$ cat src/rtl/click_decoder.sv
// click_decoder: groups one-cycle debounced press pulses into multi-click gestures.
// Optional macro CLICK_EARLY_EMIT_EN: report as soon as MAX_CLICKS is reached.
module click_decoder #(
  parameter int unsigned CLK_HZ     = 25_000_000,
  parameter int unsigned WINDOW_MS  = 300,
  parameter int unsigned MAX_CLICKS = 3
) (
  input  logic                              clk,
  input  logic                              rst,
  input  logic                              pressed_i,
  output logic                              click_valid,
  output logic [$clog2(MAX_CLICKS+1)-1:0]   click_count,
  output logic                              busy
);

  localparam int unsigned WINDOW_CYCLES = (CLK_HZ / 1000) * WINDOW_MS;
  localparam int unsigned TMR_W         = (WINDOW_CYCLES > 1) ? $clog2(WINDOW_CYCLES) : 1;
  localparam int unsigned CNT_W         = $clog2(MAX_CLICKS + 1);
  localparam logic [TMR_W-1:0] TMR_LAST = TMR_W'(WINDOW_CYCLES - 1);
  localparam logic [CNT_W-1:0] CNT_MAX  = CNT_W'(MAX_CLICKS);

  typedef enum logic {IDLE, COUNTING} state_t;

  state_t           r_state;
  logic [TMR_W-1:0] r_timer;
  logic [CNT_W-1:0] r_count;
  logic [CNT_W-1:0] r_click_count;
  logic             r_valid;
  logic             r_busy;
  logic [CNT_W-1:0] w_count_inc;

  assign w_count_inc = r_count + CNT_W'(1);

  always_ff @(posedge clk) begin
    if (rst) begin
      r_state       <= IDLE;
      r_timer       <= '0;
      r_count       <= '0;
      r_click_count <= '0;
      r_valid       <= 1'b0;
      r_busy        <= 1'b0;
    end else begin
      r_valid <= 1'b0;
      case (r_state)
        IDLE: begin
          if (pressed_i) begin
`ifdef CLICK_EARLY_EMIT_EN
            if (MAX_CLICKS == 1) begin
              r_valid       <= 1'b1;
              r_click_count <= CNT_MAX;
            end else begin
              r_state <= COUNTING;
              r_busy  <= 1'b1;
              r_count <= CNT_W'(1);
              r_timer <= '0;
            end
`else
            r_state <= COUNTING;
            r_busy  <= 1'b1;
            r_count <= CNT_W'(1);
            r_timer <= '0;
`endif
          end
        end
        COUNTING: begin
          // A press always beats a coinciding timeout: it restarts the window.
          if (pressed_i) begin
            r_timer <= '0;
`ifdef CLICK_EARLY_EMIT_EN
            if (w_count_inc == CNT_MAX) begin
              r_valid       <= 1'b1;
              r_click_count <= CNT_MAX;
              r_state       <= IDLE;
              r_busy        <= 1'b0;
              r_count       <= '0;
            end else begin
              r_count <= w_count_inc;
            end
`else
            if (r_count < CNT_MAX) r_count <= w_count_inc;
`endif
          end else if (r_timer == TMR_LAST) begin
            r_valid       <= 1'b1;
            r_click_count <= r_count;
            r_state       <= IDLE;
            r_busy        <= 1'b0;
            r_count       <= '0;
            r_timer       <= '0;
          end else begin
            r_timer <= r_timer + TMR_W'(1);
          end
        end
        default: begin
          r_state <= IDLE;
          r_busy  <= 1'b0;
        end
      endcase
    end
  end

  assign click_valid = r_valid;
  assign click_count = r_click_count;
  assign busy        = r_busy;

endmodule

$ cat config.mk
export PLATFORM = sky130hd
export DESIGN_NAME = click_decoder
export DESIGN_NICKNAME = d
export VERILOG_FILES = /design/src/rtl/click_decoder.sv
export SDC_FILE = /design/constraint.sdc
export NUM_CORES = 1
export LEC_CHECK = 0
export ABC_AREA = 0
export CAP_MARGIN = 20
export CORE_UTILIZATION = 43
export CTS_BUF_LIST = sky130_fd_sc_hd__clkbuf_8
export DETAILED_ROUTE_END_ITERATION = 8
export PLACE_DENSITY = 0.68
export SETUP_SLACK_MARGIN = 0.15
export SYNTH_ARGS = -nofsm -noshare
export SYNTH_HDL_FRONTEND = slang
export SYNTH_SLANG_ARGS = --single-unit
$ cat constraint.sdc
create_clock -name clk -period 2.98 [get_ports clk]
set_input_delay 0.298 -clock clk [delete_from_list [all_inputs] [get_ports clk]]
set_output_delay 0.298 -clock clk [all_outputs]
set_load 0.005 [all_outputs]
### Word level (Yosys, flattened, before mapping)

Index checks and enable logic that the tools add are counted.

* word-level logic and storage cells: 39
* register bits: 30

* $add $sub $neg: 2
* eq/ne operators: 6
* bitwise logic cells: 2
* multiplexer cells: 18
* reductions and logical operators: 4
* order comparisons: 1

Operators with widths (number)
* $mux 23: 3
* $pmux 23 s2: 1
* $add 23x1->23 const B: 1
* $eq 23x23->1 const B: 1
* $reduce_and 3->1: 3
* $mux 2: 4
* $mux 1: 7
* $ne 3x2->1 const B: 2
* $ne 2x2->1 const B: 2
* $pmux 1 s2: 2
* $pmux 2 s2: 1
* $reduce_or 3->1: 1
* $add 2x1->2 const B: 1
* $lt 2x2->1 const B: 1
* $ne 2x1->1 const B: 1
* $not 1->1: 2

### Longest topological paths before layout

Gate-level depths: netlist of run 1.

* word-level depth: 4
* gate-level depth with buffers: 7

### Worst setup path before layout of run 1

OpenSTA, ideal clock, no wires.

* kind: flip-flop to flip-flop
* from: reg r_timer[12]
* to: reg r_timer[7]
* period minus slack after synthesis: 1.904 ns
* setup slack: 1.076 ns
* arrival time: 1.783 ns
* required time: 2.859 ns
* stages on the path, launching flop included: 7
* cell sequence: dfxtp_1 -> or4b_4 -> nor4_4 -> a21o_4 -> buf_6 -> o21ai_1 -> mux2_4

* cells in the longest elaborated chain, start to end: 4

Ends and longest elaborated chain
* from (decl): RTL line 25 `logic [TMR_W-1:0] r_timer;`
* from (signal assigned): RTL line 90 `r_timer <= r_timer + TMR_W'(1);`
* $eq 23x23->1: RTL line 82 `end else if (r_timer == TMR_LAST) begin`
* $mux 23: RTL line 82
* $mux 23: RTL line 67 `if (pressed_i) begin`
* $pmux 23 s2: RTL line 44 `case (r_state)`

No other way between the ends.
A chain may end at the register's enable or synchronous reset.

### Final worst setup path of run 1

* from: reg r_timer[0]
* to: reg r_timer[22]

* cells in the longest elaborated chain, start to end: 4
* elaborated cells between the ends (all ways): 5
* those cells by class: add/sub: 1; eq/ne: 1; mux: 3

Ends and longest elaborated chain (RTL line)
* $add 23x1->23 or $eq 23x23->1 (tied branches): 90, 82
* $mux 23 (*): 82
* $mux 23 (*): 67
* $pmux 23 s2 (*): 44

Mark *: on every way between the ends. The rest lies on a longest branch, timed or not.

==> flow_metrics.py, run 1 <==
metrics = {
    "power_and_ir_drop": {
        "p_clk_share_pct": 42.9,
        "seqPwrFrac_pct": 52.1,
        "pwr-share-comb_pct": 5.1,
        "power_switching_share_pct": 23.6,
        "finalPower_uw": 789,
        "p_per_area_nw_per_um2": 434,
        "p_leak_nw": 0.621,
        "ir_worst_vdd_mv": 0.212,
        "switchingPower_uw": 186,
        "internal_power_uw": 603,
    },
    "critical_path": {
        "critPathTopFamily": "simple AND/OR/NAND/NOR gates",
        "reg2regPathDepth": 6,
        "path_class": "flop to flop",
        "cp.arrival_ns": 2.35,
        "end_kind": "flop",
        "r2r_start": "r_timer[0]",
        "crit_slowest_cell": "dfxtp_1",
        "critPathBufInv": 0,
        "worstPathRequired_ns": 3.15,
        "r2r_end": "r_timer[22]",
        "cp-start-kind": "flop",
        "slowest_delay_ns": 0.41,
        "r2r_setup_slack_ns": 0.81,
        "path_depth": 6,
        "cp_cell_sequence": "ha_1, nand4_1, or3_1, or2_2, o311ai_0, nand2_1",
        "crit_fanout": 5,
    },
    "layout": {
        "diodes": 0,
        "fin_nets": 209,
        "drive_gt1_share_pct": 8.78,
        "register_area_um2": 601,
        "multi_input_area_um2": 976,
        "final_common_cell": "dfxtp_1",
        "num-fill-cells": 368,
        "layout_common_cells": "30 x dfxtp_1, 16 x nand2_1, 16 x o21ai_0",
        "area.growth.synth_to_final_pct": 10.7,
    },
    "synth": {
        "ys_seq_elements": 30,
        "synth_cell_type_count": 44,
        "postSynthCellCount": 199,
        "synth.avg_cell_area_um2": 8.25,
        "netlist_area_um2": 1640,
        "synth-seq-area-share_pct": 36.6,
        "synth_top_area_share_pct": 36.6,
        "synth_top_area_cell": "dfxtp_1",
        "yosys_warnings": 0,
        "synth_area_leaders": "dfxtp_1 37%, o21ai_0 4.9%, nand3_1 4.0%",
        "syn_nets": 204,
    },
    "timing": {
        "finalCriticalPeriod_ns": 2.17,
        "slew_headroom_pct": 48.0,
        "drv_slew": 0,
        "setup_violations": 0,
        "hold_viol": 0,
        "max_freq_ghz": 0.460,
        "rsz0062_at_grt": "no",
        "fin_setup_tns_ns": 0,
        "worstMarginPinSlew_ns": 0.772,
        "skew_ns": 0.00685,
        "fin_crit_sh_pct": 73.0,
    },
    "floorplanning": {
        "rows": 22,
        "die_w_um": 63.8,
        "die_h_um": 63.8,
        "dieArea_um2": 4070,
        "start_util_pct": 44.8,
        "core-area_um2": 3660,
        "pin_count": 7,
    },
    "global_routing": {
        "grt_use_total_pct": 21.3,
        "grt_max_degree": 23,
        "grt_first_pass_wirelength_mm": 6.60,
        "grt_antenna_before_repair": 0,
        "grt-ovfl-total": 0,
        "first_global_vias": 1402,
    },
    "clock_network": {
        "cts_buffer_depth": 2,
        "root_buffer": "clkbuf_8",
        "h-tree-depth": 2,
        "cts_hold_buf": 0,
        "clk_latency_ns": 0.29,
        "cts_inserted_buffers": 5,
        "cts_setup_buffers": 0,
        "cts_tree": "done",
        "cts_num_sinks": 30,
        "cts.clk_slew.worst_paths_ns": 0.07,
        "post_cts_resized": 0,
    },
    "min_path": {
        "worstHoldEndpoint": "click_count[1]",
        "holdCritPathClass": "flop to flop",
        "hold_path.startpoint": "click_count[1]",
        "whs_path_depth": 2,
    },
    "detailed_routing": {
        "drc_errors": 0,
        "detail_route.first_pass.iterations": 4,
        "drt-total-wl_mm": 3.74,
        "via_per_inst": 5.98,
        "vias": 1514,
        "detail_route.wl_per_cell_um": 14.8,
        "final_antenna_net_count": 0,
        "drt_iter0_markers": 103,
    },
    "placed_design": {
        "hpwl_mm": 2.55,
        "globalplace.congestion": 0.926,
        "portBuffers": 6,
    },
    "run_status": {
        "outcome": "finished, final reports clean",
    },
    "flow_run": {
        "maxCapViolCount": 0,
    },
}
## cell usage after synthesis, drive strengths merged
| library cell | count |
|---|---|
| buf | 2 |
| nand2 | 16 |
| a32oi | 2 |
| or3 | 4 |
| or2 | 3 |
| inv | 6 |
| a22o | 1 |
| nor2b | 2 |
| a31oi | 1 |
| nor4b | 1 |
| nand2b | 5 |
| mux2 | 2 |
| mux2i | 3 |
| nor4 | 8 |
| nand4b | 2 |
| clkbuf | 7 |
| a21o | 5 |
| xor2 | 4 |
| o211ai | 1 |
| nor3b | 2 |
| and3 | 4 |
| ha | 2 |
| nor2 | 12 |
| or4b | 3 |
| nor3 | 9 |
| dfxtp | 30 |
| nand4bb | 1 |
| a21oi | 7 |
| a41o | 1 |
| o41ai | 2 |
| xnor2 | 2 |
| o311ai | 2 |
| and2 | 3 |
| nand4 | 9 |
| a22oi | 1 |
| nand3 | 13 |
| o21ai | 20 |
| or3b | 1 |
## flip-flops by register name, indices dropped and copies added (netlist names)
name,flops
r_timer,23
click_count,2
r_count,2
busy,1
click_valid,1
r_state,1
## through the flow
step / hold slack [ns] / std cells / setup slack [ns] / util (%) / cell area, um2
after detailed placement: 0.471 / 245 / 0.738 / 47.2 / 1730
after floorplan: 0.450 / 199 / 1.08 / - / 1640
after global routing: 0.507 / 253 / 0.601 / 49.7 / 1820
after global placement: 0.463 / 245 / 0.790 / 47.2 / 1730
final: 0.472 / 253 / 0.806 / 49.7 / 1820
after CTS: 0.479 / 253 / 0.839 / 49.7 / 1820
## routing by layer
metal,global-route usage [%],up-vias,share of wire [%]
met4,11.9,0,2.4
met1,28.8,728,51
li1,-,752,-
met2,30.9,27,42
met3,4.82,7,4.5
met5,0,-,0
## final cells by class
class                      instances  area share (%)
multi-input combinational        154            53.7
sequential                        30            33.0
clock inverter                     2           0.482
timing repair buffer               7            3.72
clock buffer                       6            4.54
tap                               48            3.30
inverter                           6            1.24
## cells by family after synthesis
kind of cell    share of synthesized area [%]
xor+xnor                                 3.20
buf+inv                                  3.96
compound gates                           16.6
flops                                    36.6
simple gates                             34.5
mux                                      3.66
fa+ha+maj                                1.52
## power by group through the flow
stage | combinational, mW | clock [mW] | sequential [mW]
2_1_floorplan | 0.0296 | 0 | 0.417
5_1_grt | 0.0449 | 0.363 | 0.411
6_report | 0.0400 | 0.338 | 0.411
3_5_place_dp | 0.0393 | 0 | 0.420
3_3_place_gp | 0.0384 | 0 | 0.420
4_1_cts | 0.0393 | 0.348 | 0.411
## worst register-to-register path, stage by stage (launching register included)
cell	delay, ns
dfxtp_1	0.41
ha_1	0.28
nand4_1	0.25
or3_1	0.42
or2_2	0.31
o311ai_0	0.29
nand2_1	0.09
## worst max-delay path by stage
| stage | to | startpoint |
|---|---|---|
| after floorplan | r_timer[7] | r_timer[12] |
| after global placement | r_timer[10] | pressed_i |
| after detailed placement | r_timer[21] | pressed_i |
| after CTS | r_timer[22] | r_timer[0] |
| after global routing | r_timer[22] | r_timer[0] |
| final | r_timer[22] | r_timer[0] |
Note: power is estimated with default switching activity, not from simulation.
==> inputs of run 2 (changes only) <==
--- a/config.mk
+++ b/config.mk
@@ -10,7 +10,7 @@
 export CORE_UTILIZATION = 43
 export CTS_BUF_LIST = sky130_fd_sc_hd__clkbuf_8
 export DETAILED_ROUTE_END_ITERATION = 8
-export PLACE_DENSITY = 0.68
+export PLACE_DENSITY = 0.7
 export SETUP_SLACK_MARGIN = 0.15
 export SYNTH_ARGS = -nofsm -noshare
 export SYNTH_HDL_FRONTEND = slang
==> constraint.sdc (replaced) <==
create_clock -name clk -period 1.9 [get_ports clk]
set_input_delay 0.19 -clock clk [delete_from_list [all_inputs] [get_ports clk]]
set_output_delay 0.19 -clock clk [all_outputs]
set_load 0.005 [all_outputs]
==> flow_metrics.py, run 2 (same netlist as run 1, synthesis figures left out) <==
metrics = {
    "run_status": {
        "outcome": "finished, final reports clean",
    },
    "timing": {
        "rsz0062_at_grt": "yes",
        "skew_ns": 0.00460,
        "fin_crit_sh_pct": 98.7,
        "setup_violations": 0,
        "max_freq_ghz": 0.533,
        "finalCriticalPeriod_ns": 1.88,
        "hold_viol": 0,
        "drv_slew": 0,
        "worstMarginPinSlew_ns": 0.522,
        "slew_headroom_pct": 64.9,
        "hold-worst-slack_ns": 0.476,
    },
    "global_routing": {
        "grt_first_pass_wirelength_mm": 7.18,
        "first_global_vias": 1508,
        "grt_use_total_pct": 23.4,
        "grt_max_degree": 15,
        "grt_antenna_before_repair": 0,
        "grt-ovfl-total": 0,
    },
    "critical_path": {
        "r2r_setup_slack_ns": 0.02,
        "worstPathRequired_ns": 2.08,
        "slowest_delay_ns": 0.54,
        "cp.arrival_ns": 2.05,
        "path_class": "flop to flop",
        "end_kind": "flop",
        "r2r_start": "r_timer[18]",
        "r2r_end": "r_timer[7]",
        "cp-start-kind": "flop",
        "crit_fanout": 11,
        "reg2regPathDepth": 5,
        "cp-startpoint": "r_timer[18]",
        "crit_slowest_cell": "or4b_4",
        "cp_cell_sequence": "or4b_4, nor4_4, a21o_4, o21ai_1, mux2_4",
    },
    "clock_network": {
        "root_buffer": "clkbuf_8",
        "cts_hold_buf": 0,
        "cts.clk_slew.worst_paths_ns": 0.06,
        "clk_latency_ns": 0.29,
        "cts_num_sinks": 30,
        "cts_inserted_buffers": 5,
        "cts_tree": "done",
        "h-tree-depth": 2,
        "cts_buffer_depth": 2,
    },
    "floorplanning": {
        "pin_count": 7,
        "dieArea_um2": 4070,
        "core-area_um2": 3660,
        "die_w_um": 63.8,
        "die_h_um": 63.8,
        "start_util_pct": 44.8,
        "rows": 22,
    },
    "layout": {
        "largest_reg_flops": 23,
        "fin_area_um2": 2140,
        "drive_gt1_share_pct": 27.1,
        "diodes": 0,
        "area.growth.synth_to_final_pct": 30.4,
        "top_register": "r_timer",
        "layout_common_cells": "32 x buf_4, 25 x dfxtp_1, 16 x nand2_1",
        "final_common_cell": "buf_4",
        "num-fill-cells": 312,
        "register_area_um2": 609,
        "utilization_pct": 58.5,
        "multi_input_area_um2": 1070,
        "fin_nets": 241,
    },
    "power_and_ir_drop": {
        "p_leak_nw": 0.798,
        "ir_worst_vdd_mv": 0.465,
        "p_per_area_nw_per_um2": 564,
    },
    "min_path": {
        "whs_path_depth": 2,
        "holdCritPathClass": "flop to flop",
        "hold_path.startpoint": "r_timer[21]",
        "worstHoldEndpoint": "r_timer[21]",
    },
    "placed_design": {
        "place_area_um2": 1960,
        "portBuffers": 6,
        "globalplace.congestion": 0.936,
        "hpwl_mm": 2.86,
    },
    "detailed_routing": {
        "detail_route.wl_per_cell_um": 15.4,
        "via_per_inst": 5.84,
        "drc_errors": 0,
        "detail_route.first_pass.iterations": 4,
        "vias": 1659,
        "drt_iter0_markers": 99,
        "final_antenna_net_count": 0,
        "drt-total-wl_mm": 4.38,
    },
    "flow_run": {
        "maxCapViolCount": 0,
    },
}
run 2: routing by layer:
metal / global-route usage [%] / share of wire (%) / vias to the layer above
met2: 33.9 / 45 / 55
met3: 5.71 / 5.3 / 12
li1: - / - / 813
met4: 13.6 / 3.8 / 0
met5: 0 / 0 / -
met1: 31.3 / 46 / 779
run 2: final cells by class:
class	instances	share of cell area (%)
Sequential cell	30	28.5
Timing Repair Buffer	38	14.0
Clock buffer	5	3.21
Clock inverter	2	0.468
Inverter	6	1.05
Tap cell	48	2.81
Multi-Input combinational cell	155	50.0
run 2: worst max path at each step:
stage / endpoint / slack, ns / depth (start not counted)
6_report: r_timer[7] / 0.02 / 5
5_1_grt: r_timer[10] / -0.05 / 5
4_1_cts: r_timer[7] / 0.03 / 5
3_5_place_dp: click_count[1] / -0.003 / 5
3_3_place_gp: r_timer[10] / 0.04 / 5
2_1_floorplan: r_timer[10] / 0.08 / 5
run 2: metrics by stage:
| step | setup WS (ns) | setup TNS, ns | total power [mW] | cells |
|---|---|---|---|---|
| floorplan | 0.0772 | 0 | 0.702 | 199 |
| global placement | 0.0386 | 0 | 0.734 | 273 |
| detailed placement | -0.00285 | -0.00285 | 0.735 | 273 |
| CTS | 0.0298 | 0 | 1.22 | 282 |
| global route | -0.0522 | -0.209 | 1.27 | 284 |
| finish | 0.0249 | 0 | 1.21 | 284 |
run 2: repair_timing:
item,CTS,global route
gates resized for setup,5,8
gates cloned,1,0
setup endpoints to repair,20,26
setup buffers,1,2
pin swaps,3,1
endpoints found under the hold margin,0,0
run 2: worst max-delay path: cells and delay by family (launching register included):
family / cells / cell delay [ns]
and+or+nand+nor: 2 / 0.84
DFF: 1 / 0.32
muxes: 1 / 0.26
AOI/OAI and AO/OA: 2 / 0.33
run 2: where the power goes:
| group | switching [mW] | internal, mW | leakage [nW] | total [mW] |
|---|---|---|---|---|
| registers | 0.00517 | 0.635 | 0.245 | 0.640 |
| clock network | 0.235 | 0.245 | 0.0438 | 0.480 |
| logic | 0.0503 | 0.0383 | 0.508 | 0.0885 |
| total | 0.291 | 0.918 | 0.798 | 1.21 |
